## src/rtl/axi_lite_arbiter.sv

```systemverilog
// Round-robin arbiter sharing one AXI4-Lite master port between two valid/done requesters.
// Only one transaction is in flight at a time. AXI outputs are registered and change only at grant.
module axi_lite_arbiter #(
  parameter int         ADDR_W = 32,
  parameter int         DATA_W = 32,
  parameter logic [2:0] PROT   = 3'b000
) (
  input  logic                    clk,
  input  logic                    reset,
  input  logic [1:0]              req_valid,
  input  logic [1:0]              req_we,
  input  logic [2*ADDR_W-1:0]     req_addr,
  input  logic [2*DATA_W-1:0]     req_wdata,
  input  logic [2*(DATA_W/8)-1:0] req_wstrb,
  output logic [1:0]              req_done,
  output logic [DATA_W-1:0]       req_rdata,
  output logic [1:0]              req_resp,
  output logic                    busy,
  output logic                    M_AXI_AWVALID,
  input  logic                    M_AXI_AWREADY,
  output logic [ADDR_W-1:0]       M_AXI_AWADDR,
  output logic [2:0]              M_AXI_AWPROT,
  output logic                    M_AXI_WVALID,
  input  logic                    M_AXI_WREADY,
  output logic [DATA_W-1:0]       M_AXI_WDATA,
  output logic [DATA_W/8-1:0]     M_AXI_WSTRB,
  input  logic                    M_AXI_BVALID,
  output logic                    M_AXI_BREADY,
  input  logic [1:0]              M_AXI_BRESP,
  output logic                    M_AXI_ARVALID,
  input  logic                    M_AXI_ARREADY,
  output logic [ADDR_W-1:0]       M_AXI_ARADDR,
  output logic [2:0]              M_AXI_ARPROT,
  input  logic                    M_AXI_RVALID,
  output logic                    M_AXI_RREADY,
  input  logic [DATA_W-1:0]       M_AXI_RDATA,
  input  logic [1:0]              M_AXI_RRESP
);

  localparam int STRB_W = DATA_W / 8;

  typedef enum logic [2:0] {
    S_IDLE, S_WADDR, S_WRESP, S_RADDR, S_RDATA, S_DONE
  } state_t;

  state_t              state_q, state_d;
  logic                last_grant_q, last_grant_d;
  logic                grant_q, grant_d;
  logic                awvalid_q, awvalid_d;
  logic                wvalid_q, wvalid_d;
  logic                bready_q, bready_d;
  logic                arvalid_q, arvalid_d;
  logic                rready_q, rready_d;
  logic                aw_done_q, aw_done_d;
  logic                w_done_q, w_done_d;
  logic [ADDR_W-1:0]   addr_q, addr_d;
  logic [DATA_W-1:0]   wdata_q, wdata_d;
  logic [STRB_W-1:0]   wstrb_q, wstrb_d;
  logic [DATA_W-1:0]   rdata_q, rdata_d;
  logic [1:0]          resp_q, resp_d;

  logic                gnt;
  logic                aw_hs, w_hs;

  // Sole requester wins; on a tie the one not granted last time wins.
  always_comb begin
    gnt = ~last_grant_q;
    if (req_valid == 2'b01) gnt = 1'b0;
    else if (req_valid == 2'b10) gnt = 1'b1;
  end

  // A beat transfers on a rising edge where VALID and READY are both high;
  // VALID is held, with stable payload, until that edge and dropped right after it.
  assign aw_hs = awvalid_q & M_AXI_AWREADY;
  assign w_hs  = wvalid_q & M_AXI_WREADY;

  always_comb begin
    state_d      = state_q;
    last_grant_d = last_grant_q;
    grant_d      = grant_q;
    awvalid_d    = awvalid_q;
    wvalid_d     = wvalid_q;
    bready_d     = bready_q;
    arvalid_d    = arvalid_q;
    rready_d     = rready_q;
    aw_done_d    = aw_done_q;
    w_done_d     = w_done_q;
    addr_d       = addr_q;
    wdata_d      = wdata_q;
    wstrb_d      = wstrb_q;
    rdata_d      = rdata_q;
    resp_d       = resp_q;
    case (state_q)
      S_IDLE: begin
        if (|req_valid) begin
          last_grant_d = gnt;
          grant_d      = gnt;
          addr_d       = gnt ? req_addr[2*ADDR_W-1:ADDR_W]  : req_addr[ADDR_W-1:0];
          wdata_d      = gnt ? req_wdata[2*DATA_W-1:DATA_W] : req_wdata[DATA_W-1:0];
          wstrb_d      = gnt ? req_wstrb[2*STRB_W-1:STRB_W] : req_wstrb[STRB_W-1:0];
          aw_done_d    = 1'b0;
          w_done_d     = 1'b0;
          if (req_we[gnt]) begin
            awvalid_d = 1'b1;
            wvalid_d  = 1'b1;
            state_d   = S_WADDR;
          end else begin
            arvalid_d = 1'b1;
            state_d   = S_RADDR;
          end
        end
      end
      S_WADDR: begin
        if (aw_hs) begin
          awvalid_d = 1'b0;
          aw_done_d = 1'b1;
        end
        if (w_hs) begin
          wvalid_d = 1'b0;
          w_done_d = 1'b1;
        end
        if ((aw_done_q | aw_hs) && (w_done_q | w_hs)) begin
          bready_d = 1'b1;
          state_d  = S_WRESP;
        end
      end
      S_WRESP: begin
        if (bready_q && M_AXI_BVALID) begin
          resp_d   = M_AXI_BRESP;
          bready_d = 1'b0;
          state_d  = S_DONE;
        end
      end
      S_RADDR: begin
        if (arvalid_q && M_AXI_ARREADY) begin
          arvalid_d = 1'b0;
          rready_d  = 1'b1;
          state_d   = S_RDATA;
        end
      end
      S_RDATA: begin
        if (rready_q && M_AXI_RVALID) begin
          rdata_d  = M_AXI_RDATA;
          resp_d   = M_AXI_RRESP;
          rready_d = 1'b0;
          state_d  = S_DONE;
        end
      end
      S_DONE:  state_d = S_IDLE;
      default: state_d = S_IDLE;
    endcase
  end

  always_ff @(posedge clk or posedge reset) begin
    if (reset) begin
      state_q      <= S_IDLE;
      last_grant_q <= 1'b1;
      grant_q      <= 1'b0;
      awvalid_q    <= 1'b0;
      wvalid_q     <= 1'b0;
      bready_q     <= 1'b0;
      arvalid_q    <= 1'b0;
      rready_q     <= 1'b0;
      aw_done_q    <= 1'b0;
      w_done_q     <= 1'b0;
      addr_q       <= '0;
      wdata_q      <= '0;
      wstrb_q      <= '0;
      rdata_q      <= '0;
      resp_q       <= '0;
    end else begin
      state_q      <= state_d;
      last_grant_q <= last_grant_d;
      grant_q      <= grant_d;
      awvalid_q    <= awvalid_d;
      wvalid_q     <= wvalid_d;
      bready_q     <= bready_d;
      arvalid_q    <= arvalid_d;
      rready_q     <= rready_d;
      aw_done_q    <= aw_done_d;
      w_done_q     <= w_done_d;
      addr_q       <= addr_d;
      wdata_q      <= wdata_d;
      wstrb_q      <= wstrb_d;
      rdata_q      <= rdata_d;
      resp_q       <= resp_d;
    end
  end

  assign req_done      = (state_q == S_DONE) ? {grant_q, ~grant_q} : 2'b00;
  assign req_rdata     = rdata_q;
  assign req_resp      = resp_q;
  assign busy          = (state_q != S_IDLE);
  assign M_AXI_AWVALID = awvalid_q;
  assign M_AXI_AWADDR  = addr_q;
  assign M_AXI_AWPROT  = PROT;
  assign M_AXI_WVALID  = wvalid_q;
  assign M_AXI_WDATA   = wdata_q;
  assign M_AXI_WSTRB   = wstrb_q;
  assign M_AXI_BREADY  = bready_q;
  assign M_AXI_ARVALID = arvalid_q;
  assign M_AXI_ARADDR  = addr_q;
  assign M_AXI_ARPROT  = PROT;
  assign M_AXI_RREADY  = rready_q;

endmodule

```

## config.mk

```make
export PLATFORM = sky130hd
export DESIGN_NAME = axi_lite_arbiter
export DESIGN_NICKNAME = d
export VERILOG_FILES = /design/src/rtl/axi_lite_arbiter.sv
export SDC_FILE = /design/constraint.sdc
export NUM_CORES = 1
export LEC_CHECK = 0
export BUFFER_PORTS_ARGS = -buffer_cell sky130_fd_sc_hd__buf_2
export CORE_AREA = 4 4 127 129
export DETAILED_ROUTE_END_ITERATION = 8
export DIE_AREA = 0 0 131 133
export PLACE_DENSITY = 0.7
export SETUP_SLACK_MARGIN = 0.2
export SLEW_MARGIN = 20
export SYNTH_ARGS = -nofsm -noshare
export SYNTH_HDL_FRONTEND = slang
export SYNTH_SLANG_ARGS = --single-unit
```

## constraint.sdc

```tcl
create_clock -name clk -period 4.8 [get_ports clk]
set_input_delay 0.24 -clock clk [delete_from_list [all_inputs] [get_ports clk]]
set_output_delay 0.24 -clock clk [all_outputs]
set_load 0.01 [all_outputs]
```

==> out/metrics.yaml <==
max_slew.worst_pin.slew_ns: 0.896
cts-buffers-inserted: 17
p_leak_nw: 4.34
reg2reg_slack_ns: 2.41
setup-violations-final: 0
netlist_area_um2: 5520
ys_seq_area_share_pct: 51.7
cts_resized: 0
syn_inst: 488
p_per_area_nw_per_um2: 323
dieHeight_um: 133
cts_buffer_depth: 2
cts_root_buffer: "clkbuf_16"
max_stage_delay_ns: 0.76
synth_top_family_by_area: "multiplexers"
crit_path_top_delay_cell: "buf_4"
grt_overflow: 0
cts_setup_buffers: 0
synth_area_leader_cell: "dfrtp_1"
yosys.area.top_type_share_pct: 51.2
path_delay_family: "buffers and inverters"
antenna_found_initial: 0
drive_gt1_share_pct: 51.5
maxCapViolCount: 0
area_growth_pct: 37.1
grt.total_usage_pct: 16.5
tns_ns: 0
syn_area_per_cell_um2: 11.3
vias: 4492
synthAdderAreaFrac_pct: 0
portBuffers: 324
yosys.cell_count.top_type: "dfrtp_1"
dp_slack_ns: 2.38
hold_viol: 0
clock_latency_ns: 0.41
grt_pass1_vias: 4377
path_cells: "nor3_4 > o21ai_4 > buf_4 > o21ai_0"
cp_max_fo: 100
synth-main-ff-cell: "dfrtp_1"
path_clk_slew_ns: 0.06
nets: 956
htree_levels: 4
period_share_pct: 49.7
multi_input_area_um2: 2190
worstPathRequired_ns: 5.04
max_freq_mhz: 419
critPathLaunchType: "flip-flop"
drc: 0
viasPerCell: 4.61
synth_edf_count: 0
synth_mux_area_share_pct: 19.7
drt-initial-drc-count: 133
regArea_um2: 2850
fin_total_pwr_mw: 2.45
worstSetupPathType: "flip-flop to flip-flop"
hold_path.class: "input pin to async pin"
dp_hpwl_mm: 11.7
start_util_pct: 36.7
arrival_ns: 2.63
place_congestion: 0.781
synthArstFlopShare_pct: 100
setup_slack_ns: 2.41
rows: 45
end_kind: "flip-flop"
num-fill-cells: 1439
finalCriticalPeriod_ns: 2.39
synth-xor-area-share_pct: 0
yosys_warnings: 0
io_pins: 331
fp.coreArea_um2: 15000
finClkSkew_ns: 0.00988
max-vdd-ir-drop_mv: 0.202
rsz0062_at_grt: "false"
dieArea_um2: 17400
worst-path-buf-inv: 1
diodes: 0
cts_hold_buf: 0
synth_cell_types: 44
cts_tree: "done"
die_x_um: 131
synthSimpleGateAreaFrac_pct: 8.84
wl_mm: 15.0
grt_pass1_wl_mm: 22.3
status: "completed"
ant_nets: 0
final_util_pct: 50.4
max_slew_margin_pct: 40.1
synth-compound-area-share_pct: 10.6
grt_max_degree: 101
dr.pass1.iters: 4
ys_seq_elements: 114
clkSinkCount: 114
drv_slew: 0
wl_per_cell_um: 15.4
yosys-top-cells-count: "dfrtp_1, nand2_1, mux2i_1"
synth_area_leaders: "dfrtp_1, mux2i_1, mux2_2"
## where the power goes
group | internal, mW | switching (mW)
combinational | 0.0961 | 0.0890
sequential | 0.965 | 0.00247
clock | 0.857 | 0.438
## flip-flops by register name, indices dropped and copies added, names as in the netlist, 2 cells and up
register      count
M_AXI_WSTRB       4
state_q           3
M_AXI_WDATA      32
req_resp          2
M_AXI_ARADDR     32
req_rdata        32
## cells in the final DEF (no fill, tap or decap), types with 2 or more instances in the layout
cell          n
buf_2       324
dfrtp_1     113
nand2_1      74
mux2i_1      70
o21ai_0      53
mux2_2       30
o21ai_1      21
clkbuf_16    17
nor2_1       10
a21oi_1       7
conb_1        6
a31oi_1       4
a21o_1        3
mux2_1        3
clkinv_2      3
clkbuf_8      3
bufinv_16     3
clkinvlp_4    3
nor2_4        2
nand2b_1      2
inv_1         2
nand3b_1      2
o21a_1        2
inv_6         2
buf_4         2
## cells by family after synthesis
group / count (synthesis)
buffers and inverters: 69
DFF: 114
and+or+nand+nor: 101
other: 1
AOI/OAI and AO/OA: 99
muxes: 104
## final timing paths
check	from	to	cells past startpoint
max reg2reg	state_q[2]	M_AXI_WDATA[15]	4
min in group clk	M_AXI_RDATA[23]	req_rdata[23]	2
min	reset	req_rdata[16]	2
max in group asynchronous	reset	req_rdata[5]	3
max	state_q[2]	M_AXI_WDATA[15]	4
min reg2reg	M_AXI_WDATA[12]	M_AXI_WDATA[12]	2
## through the flow
stage | area [um^2] | instances | hold WS (ns)
floorplan | 5540 | 493 | 0.375
global placement | 6950 | 942 | 0.456
detailed placement | 6950 | 942 | 0.465
CTS | 7570 | 974 | 0.0301
global route | 7570 | 974 | 0.0404
finish | 7570 | 974 | 0.0137
## worst reg2reg max path, cell delays in order (launching register included)
cell and delay, ns:
dfrtp_1 0.75, nor3_4 0.12, o21ai_4 0.33, buf_4 0.77, o21ai_0 0.24
## metal layers
layer  wire length [um]  vias to the layer above  track usage (%)
li1                   -                     2221                -
met1               5940                     2064             19.2
met2               7810                      186             29.2
met3                990                       21             3.96
met4                223                        0             5.83
met5                  0                        -                0
## layout make-up
class / instances / share of cell area (%)
clock buffer: 20 / 6.16
clock inverter: 12 / 2.03
inverter: 3 / 0.182
multi-input combinational: 310 / 28.9
sequential: 114 / 37.7
tap: 188 / 3.11
timing repair buffer: 327 / 21.9
No activity file was read; power rests on OpenSTA's default activity.
